[config.mk]
export PLATFORM = sky130hd
export DESIGN_NAME = pad_io_conditioner
export DESIGN_NICKNAME = d
export VERILOG_FILES = /design/src/rtl/pad_io_pkg.sv /design/src/rtl/pad_io_filter.sv /design/src/rtl/pad_io_conditioner.sv
export SDC_FILE = /design/constraint.sdc
export NUM_CORES = 1
export LEC_CHECK = 0
export BUFFER_PORTS_ARGS = -buffer_cell sky130_fd_sc_hd__buf_2
export CAP_MARGIN = 20
export CORE_ASPECT_RATIO = 0.8
export CORE_MARGIN = 2
export CORE_UTILIZATION = 52
export DETAILED_ROUTE_END_ITERATION = 16
export PLACE_DENSITY = 0.79
export SETUP_SLACK_MARGIN = 0.4
export SLEW_MARGIN = 10
export SYNTH_ARGS = -nofsm -noshare
export SYNTH_HDL_FRONTEND = slang
export SYNTH_SLANG_ARGS = --single-unit
export TNS_END_PERCENT = 100
[constraint.sdc]
create_clock -name clk_i -period 3.75 [get_ports clk_i]
set_input_delay 0.1875 -clock clk_i [delete_from_list [all_inputs] [get_ports clk_i]]
set_output_delay 0.1875 -clock clk_i [all_outputs]
set_load 0.005 [all_outputs]
[src/rtl/pad_io_pkg.sv]
// Shared constants, types and helpers for the pad I/O conditioning slice.
package pad_io_pkg;

  localparam int unsigned AttrDw   = 6;
  localparam int unsigned FiltCntW = 16;

  typedef logic [AttrDw-1:0]   pad_attr_t;
  typedef logic [FiltCntW-1:0] filt_cnt_t;

  // Open-drain emulation: only ever drive low, release the pad for a 1.
  function automatic logic pad_oe(logic oe_req, logic out_req, logic od_en);
    return od_en ? (oe_req & ~out_req) : oe_req;
  endfunction

  function automatic logic pad_out(logic out_req, logic od_en);
    return od_en ? 1'b0 : out_req;
  endfunction

endpackage

[src/rtl/pad_io_filter.sv]
// Debounce filter: accepts a new value after T consecutive mismatching cycles,
// and emits registered one-cycle rise/fall pulses aligned with data_o.
module pad_io_filter #(
  parameter int unsigned FiltCntW = 16
) (
  input  logic                clk_i,
  input  logic                rst_i,
  input  logic                v,
  input  logic [FiltCntW-1:0] T,
  output logic                data_o,
  output logic                rise_o,
  output logic                fall_o
);

  logic                data_q;
  logic                rise_q;
  logic                fall_q;
  logic [FiltCntW-1:0] cnt_q;
  logic [FiltCntW:0]   cnt_inc;

  // One bit wider so cnt + 1 never wraps in the compare.
  assign cnt_inc = {1'b0, cnt_q} + {{FiltCntW{1'b0}}, 1'b1};

  always_ff @(posedge clk_i) begin
    if (rst_i) begin
      data_q <= 1'b0;
      rise_q <= 1'b0;
      fall_q <= 1'b0;
      cnt_q  <= '0;
    end else begin
      rise_q <= 1'b0;
      fall_q <= 1'b0;
      if (v == data_q) begin
        cnt_q <= '0;
      end else if (cnt_inc >= {1'b0, T}) begin
        data_q <= v;
        rise_q <= v;
        fall_q <= ~v;
        cnt_q  <= '0;
      end else begin
        cnt_q <= cnt_inc[FiltCntW-1:0];
      end
    end
  end

  assign data_o = data_q;
  assign rise_o = rise_q;
  assign fall_o = fall_q;

endmodule

[src/rtl/pad_io_conditioner.sv]
// Core-side conditioning for one bidirectional pad: synchronize, invert and
// debounce the input; register output data, enable and attributes.
module pad_io_conditioner
  import pad_io_pkg::*;
#(
  parameter int unsigned AttrDw   = pad_io_pkg::AttrDw,
  parameter int unsigned FiltCntW = pad_io_pkg::FiltCntW
) (
  input  logic                clk_i,
  input  logic                rst_i,
  input  logic                pad_in_i,
  input  logic                invert_i,
  input  logic                filt_en_i,
  input  logic [FiltCntW-1:0] filt_thresh_i,
  output logic                data_o,
  output logic                rise_o,
  output logic                fall_o,
  input  logic                out_req_i,
  input  logic                oe_req_i,
  input  logic                od_en_i,
  input  logic [AttrDw-1:0]   attr_i,
  output logic                out_o,
  output logic                oe_o,
  output logic [AttrDw-1:0]   attr_o
);

  logic [1:0]          sync_q;
  logic                v;
  logic [FiltCntW-1:0] t_eff;
  logic                out_q;
  logic                oe_q;
  logic [AttrDw-1:0]   attr_q;

  // Local two-flop synchronizer with synchronous reset.
  always_ff @(posedge clk_i) begin
    if (rst_i) begin
      sync_q <= 2'b00;
    end else begin
      sync_q <= {sync_q[0], pad_in_i};
    end
  end

  assign v = sync_q[1] ^ invert_i;

  always_comb begin
    t_eff = filt_thresh_i;
    if (!filt_en_i || (filt_thresh_i == '0)) begin
      t_eff = {{(FiltCntW-1){1'b0}}, 1'b1};
    end
  end

  pad_io_filter #(
    .FiltCntW (FiltCntW)
  ) u_filter (
    .clk_i  (clk_i),
    .rst_i  (rst_i),
    .v      (v),
    .T      (t_eff),
    .data_o (data_o),
    .rise_o (rise_o),
    .fall_o (fall_o)
  );

  always_ff @(posedge clk_i) begin
    if (rst_i) begin
      out_q  <= 1'b0;
      oe_q   <= 1'b0;
      attr_q <= '0;
    end else begin
      out_q  <= pad_out(out_req_i, od_en_i);
      oe_q   <= pad_oe(oe_req_i, out_req_i, od_en_i);
      attr_q <= attr_i;
    end
  end

  assign out_o  = out_q;
  assign oe_o   = oe_q;
  assign attr_o = attr_q;

endmodule

Word-level counts from Yosys, hierarchy flattened
Cells that the tools add are included.
{"block": "classes", "add_sub_neg": 1, "multipliers": 0, "n_div": 0, "n_lt_le_gt_ge": 1, "eq_ne": 1, "shifts": 0, "n_mux": 2, "bitwise_logic": 6, "reduce_logical": 7}
{"op": "adder 16 x 1 -> 17 bit (second input constant)", "n": 1}
{"op": "greater-or-equal comparator 17 x 16 -> 1 bit", "n": 1}
{"op": "logical NOT 16 bit", "n": 1}
{"op": "2-to-1 mux 16 bit", "n": 1}
{"op": "OR reduction 3 bit", "n": 2}
{"op": "inverter 1 bit", "n": 4}
{"op": "AND reduction 2 bit", "n": 1}
{"op": "OR reduction 2 bit", "n": 1}
{"op": "AND 1 bit", "n": 1}
{"op": "equality test 1 bit", "n": 1}
{"op": "logical NOT 1 bit", "n": 1}
{"op": "logical OR 1 bit", "n": 1}
{"op": "2-to-1 mux 1 bit", "n": 1}
{"op": "bitwise XOR 1 bit", "n": 1}
{"block": "word_totals", "ff_bits": 29, "latch_bits": 0, "ramBits": 0, "mem_bits_ro": 0, "inputBits": 30, "out_inout_bits": 11, "wordCells": 26, "mem_count": 0}

Longest topological paths before layout
{"block": "logic_depth", "depth_word": 6, "ltp_mapped": 13, "ltp_nobuf": 12}

Modules after synthesis
From an unflattened synthesis, not the netlist that was laid out.
{"block": "unflattened", "cells_unflattened": 182, "area_unflattened_um2": 1736.7}
{"mod": "pad_io_filter", "n_inst": 1, "cells_each": 138, "area_per_inst_um2": 1298.7, "seq_area_each_um2": 380.4}
{"mod": "pad_io_conditioner", "n_inst": 1, "cells_each": 44, "area_per_inst_um2": 437.9, "seq_area_each_um2": 200.2}

Worst setup path before layout
OpenSTA, ideal clock, no wires.
{"block": "synth_path", "path_kind": "register to register", "startpoint": "reg u_filter.cnt_q[0]", "endpoint": "reg u_filter.cnt_q[3]", "setup_time_ns": 0.065, "t_arrival_ns": 2.546, "t_required_ns": 3.685, "slack_ns": 1.138, "path_stages_with_launch": 14, "n_path_buf": 1, "synth_period_minus_slack_ns": 2.612, "cell_sequence": "dfxtp_1 > ha_1 > and3_1 > nand2_1 > nor3_1 > xnor2_1 > ha_1 > nand4_1 > nor2_1 > o31ai_1 > o311a_1 > nand3_2 > buf_6 > nor2b_1"}
{"block": "synth_via", "elab_chain_cells": 3}
{"item": "start: declaration", "line": "pad_io_filter.sv:18", "rtl": "logic [FiltCntW-1:0] cnt_q;"}
{"item": "start signal: assignment", "line": "pad_io_filter.sv:41", "rtl": "cnt_q <= cnt_inc[FiltCntW-1:0];"}
{"item": "adder 16 x 1 -> 17 bit", "line": "pad_io_filter.sv:22", "rtl": "assign cnt_inc = {1'b0, cnt_q} + {{FiltCntW{1'b0}}, 1'b1};"}
{"item": "net u_filter.cnt_inc[14]", "line": "pad_io_filter.sv:19", "rtl": "logic [FiltCntW:0] cnt_inc;"}
{"item": "greater-or-equal comparator 17 x 16 -> 1 bit", "line": "pad_io_filter.sv:35", "rtl": "end else if (cnt_inc >= {1'b0, T}) begin"}
{"item": "OR reduction 3 bit (no line)"}
The timed path passes the listed nets, and every way through them passes these cells.
A chain may end at the register's enable or synchronous reset.

Final worst setup path
{"block": "layout_path", "startpoint": "reg u_filter.cnt_q[0]", "endpoint": "reg u_filter.cnt_q[6]"}
The elaborated chain is that of the path after synthesis.

==> impl_summary.log <==
[metrics] cell at the slowest stage of the critical path: sky130_fd_sc_hd__dfxtp_1
[metrics] vias in the first global route: 1287
[metrics] kind of cell adding the most delay to the critical path: simple AND/OR/NAND/NOR gates
[metrics] Yosys Warn Count: 0
[metrics] critical path startpoint category: flip-flop
[metrics] CTS sink cnt: 29
[metrics] maximum net fanout on the critical path: 16
[metrics] total area of sequential cells: 581 um^2
[metrics] clock buffer count from CTS: 5
[metrics] total power density per cell area: 342 nW/um^2
[metrics] area added between synthesis and finish: 20.7%
[metrics] insertion delay to the later sink of the worst-skew pair: 0.28 ns
[metrics] synthesized net count: 218
[metrics] crit path from: u_filter.cnt_q[0]$_SDFF_PP0_
[metrics] clock skew after layout: 0.00415 ns
[metrics] # setup viols final: 0
[metrics] CTS Root Buffer Type: sky130_fd_sc_hd__clkbuf_8
[metrics] routed wire length: 3300 um
[metrics] remaining design rule violation count: 0
[metrics] hold buffer count at CTS: 0
[metrics] overall die area: 3410 um^2
[metrics] area of the multi-input gates: 920 um^2
[metrics] TritonCTS clock tree: yes
[metrics] sequential area share after synthesis: 37.8%
[metrics] Max VDD drop: 0.279 mV
[metrics] cell area after placement: 1770 um^2
[metrics] Die Ht: 52.6 um
[metrics] average wire per cell in the routed design: 13.0 um
[metrics] routed vias: 1322
[metrics] global-route wire length before repair: 5490 um
[metrics] Cell Area, Synth: 1540 um^2
[metrics] final period utilization: 81.8%
[metrics] worst reg2reg endpoint: u_filter.cnt_q[6]$_SDFF_PP0_
[metrics] count of final max-slew check failures: 0
[metrics] setup tns final: 0 ns
[metrics] largest buffer count on any clock path: 2
[metrics] weighted congestion reported at the end of routability-driven placement: 0.870
[metrics] Max H-tree Level: 2
[metrics] Filler Cell Count: 230
[metrics] distinct cell type count of the synthesized netlist: 34
[metrics] final number of hold-violating endpoints: 0
[metrics] start-to-end type of the worst setup path: flip-flop to flip-flop
[metrics] # nets final: 262
[metrics] horizontal extent of the die: 64.8 um
[metrics] setup slack on the worst flop-to-flop path: 0.68 ns
[metrics] Synth Area per Inst: 8.99 um^2
[metrics] Worst R2R Start: u_filter.cnt_q[0]$_SDFF_PP0_
[metrics] leakage power of the design: 0.829 nW
[metrics] synthesis-stage register bit count: 29
[metrics] count of buffer and inverter cells on the critical path: 0
[metrics] number of enable flip-flop cells after synthesis: 0
[metrics] worst-path cell chain: ha_1 -> and3_1 -> nand2_1 -> nor3_1 -> xnor2_1 -> ha_1 -> nand4_1 -> nor2_1 -> o31ai_1 -> o311a_1 -> nand3_4 -> nor2b_1
[metrics] DR pass1 iterations: 4
[metrics] share of async-settable or async-resettable flops after synthesis: 0%
[metrics] Via-to-Cell Ratio: 5.20
[metrics] Max transition margin: 44.5%
[metrics] area fraction of the dominant cell type after synthesis: 37.8%
[metrics] cell depth of the worst setup path: 12
[metrics] most frequent CP cell: sky130_fd_sc_hd__ha_1
[metrics] largest net degree at the start of global routing: 17
[metrics] top post-synthesis cells by area: sky130_fd_sc_hd__dfxtp_1 38%, sky130_fd_sc_hd__ha_1 14%, sky130_fd_sc_hd__nor2b_1 9.4%
[metrics] I/O pins: 41
[metrics] antenna violation net count after detailed routing: 0
[metrics] fraction of layout instances using a drive strength above 1: 22.2%
[metrics] Setup crit end: u_filter.cnt_q[6]$_SDFF_PP0_
[metrics] Highest Clock Rate: 0.326 GHz
[metrics] area leader, netlist: sky130_fd_sc_hd__dfxtp_1
[metrics] time the worst path needs with I/O delays and setup: 3.07 ns
[metrics] CP peak stage delay: 0.44 ns
[metrics] setup repair after global routing missed its margin: no
[metrics] number of buffers inserted by post-CTS setup repair: 0
[metrics] final hold slack: 0.0857 ns
[metrics] Clk pin slew, worst setup/hold paths: 0.06 ns
[metrics] number of buffers added on ports: 40
[metrics] All-Layer GR Usage: 21.8%
[metrics] total congestion overflow: 0
[metrics] worst slack at placement: 0.651 ns
[metrics] class of the most critical hold timing path: input port to flip-flop
[metrics] half-perimeter wire length of the detailed placement result: 2690 um
[metrics] worst-case reg-to-reg path depth: 12
[metrics] arrival time at the worst endpoint: 3.27 ns
[metrics] endpoint type of the worst setup path: flip-flop
[metrics] # diodes: 0
[metrics] run status: finished, final reports clean
[metrics] Post-Layout Inst Area: 1860 um^2
[metrics] data required time of the worst path: 3.96 ns
[metrics] PostCTS Resize Cnt: 0
[metrics] pin slew with the least headroom to its limit: 0.821 ns
[metrics] standard-cell rows: 17
[metrics] First DRT Iteration DRCs: 28
[metrics] Post-Synthesis Cells: 171
[metrics] antenna violations before repair: 0
[metrics] prevailing post-synth register cell: sky130_fd_sc_hd__dfxtp_1
[metrics] count of maximum capacitance violations: 0
[metrics] min setup slack post-route: 0.684 ns
[metrics] initial core utilization: 55.2%
[metrics] core footprint: 2790 um^2
==> worst reg2reg max path: stages, from the launching register on <==
cell                      delay [ns]
sky130_fd_sc_hd__dfxtp_1        0.44
sky130_fd_sc_hd__ha_1           0.24
sky130_fd_sc_hd__and3_1         0.27
sky130_fd_sc_hd__nand2_1        0.16
sky130_fd_sc_hd__nor3_1         0.21
sky130_fd_sc_hd__xnor2_1        0.18
sky130_fd_sc_hd__ha_1           0.27
sky130_fd_sc_hd__nand4_1        0.17
sky130_fd_sc_hd__nor2_1         0.08
sky130_fd_sc_hd__o31ai_1        0.30
sky130_fd_sc_hd__o311a_1        0.30
sky130_fd_sc_hd__nand3_4        0.21
sky130_fd_sc_hd__nor2b_1        0.18
==> cell usage after synthesis (2+ instances only) <==
library cell               instances
sky130_fd_sc_hd__o21ai_1           2
sky130_fd_sc_hd__xor2_1            3
sky130_fd_sc_hd__nand3_1           9
sky130_fd_sc_hd__nor3_1            3
sky130_fd_sc_hd__nor2_1            7
sky130_fd_sc_hd__xnor2_1          13
sky130_fd_sc_hd__a21oi_1           6
sky130_fd_sc_hd__inv_1             6
sky130_fd_sc_hd__ha_1             17
sky130_fd_sc_hd__nor4_1            5
sky130_fd_sc_hd__nor2b_1          23
sky130_fd_sc_hd__nand4_1           4
sky130_fd_sc_hd__and3_1            3
sky130_fd_sc_hd__clkbuf_1          2
sky130_fd_sc_hd__dfxtp_1          29
sky130_fd_sc_hd__nand2_1          19
sky130_fd_sc_hd__nor3b_1           2
sky130_fd_sc_hd__and4_1            2
==> flip-flops by register name, summed over array words and instances (netlist names) <==
register         cells
u_filter.cnt_q      16
out_o                1
u_filter.rise_o      1
u_filter.fall_o      1
u_filter.data_o      1
oe_o                 1
attr_o               6
sync_q               2
==> cells by family (layout without fill, tap and decap cells) <==
kind of cell,count (synthesis),in the layout,synth area share (%)
simple gates,80,80,28.1
flops,29,29,37.8
compound gates,19,19,8.30
fa+ha+maj,17,17,13.8
xor+xnor,16,16,9.11
buf+inv,10,55,2.93
==> layout by cell type (no fill, tap or decap), types with 2 or more instances in the layout <==
master	instances
sky130_fd_sc_hd__buf_2	40
sky130_fd_sc_hd__dfxtp_1	29
sky130_fd_sc_hd__nor2b_1	23
sky130_fd_sc_hd__nand2_1	19
sky130_fd_sc_hd__ha_1	17
sky130_fd_sc_hd__xnor2_1	13
sky130_fd_sc_hd__nand3_1	9
sky130_fd_sc_hd__nor2_1	7
sky130_fd_sc_hd__inv_1	6
sky130_fd_sc_hd__a21oi_1	6
sky130_fd_sc_hd__nor4_1	5
sky130_fd_sc_hd__clkbuf_8	5
sky130_fd_sc_hd__nand4_1	4
sky130_fd_sc_hd__xor2_1	3
sky130_fd_sc_hd__and3_1	3
sky130_fd_sc_hd__nor3_1	3
sky130_fd_sc_hd__and4_1	2
sky130_fd_sc_hd__nor3b_1	2
sky130_fd_sc_hd__o21ai_1	2
sky130_fd_sc_hd__clkinv_2	2
==> final cells by class <==
type	count	share of cell area, %
Multi-Input combinational cell	132	49.5
Clock inverter	2	0.539
Sequential cell	29	31.3
Clock buffer	6	3.91
Tap cell	38	2.56
Timing Repair Buffer	40	10.8
Inverter	7	1.42
==> stage by stage <==
step / power, mW / util [%] / std cells
after floorplan: 0.368 / - / 171
final: 0.635 / 66.6 / 254
after CTS: 0.638 / 66.4 / 254
after global placement: 0.396 / 63.4 / 246
after global routing: 0.663 / 66.6 / 254
after detailed placement: 0.401 / 63.4 / 246
==> how the worst min path moves through the flow <==
stage,start,to,slack (ns),cells past startpoint
global placement,od_en_i,out_o$_SDFF_PP0_,0.37,2
global route,od_en_i,out_o$_SDFF_PP0_,0.1,2
finish,od_en_i,out_o$_SDFF_PP0_,0.09,2
floorplan,rst_i,attr_o[0]$_SDFF_PP0_,0.26,1
detailed placement,od_en_i,out_o$_SDFF_PP0_,0.37,2
CTS,od_en_i,out_o$_SDFF_PP0_,0.09,2
==> layer usage <==
metal	share of wire [%]	vias to the layer above	GRT usage [%]
li1	-	687	-
met1	48	601	28.0
met2	46	30	34.9
met3	4.5	4	5.38
met4	1.0	0	9.57
met5	0	-	0
==> power breakdown <==
part	switching (mW)	internal, mW
sequential	0.00420	0.316
clock	0.112	0.128
combinational	0.0412	0.0334
Note: power is estimated with default switching activity, not from simulation.
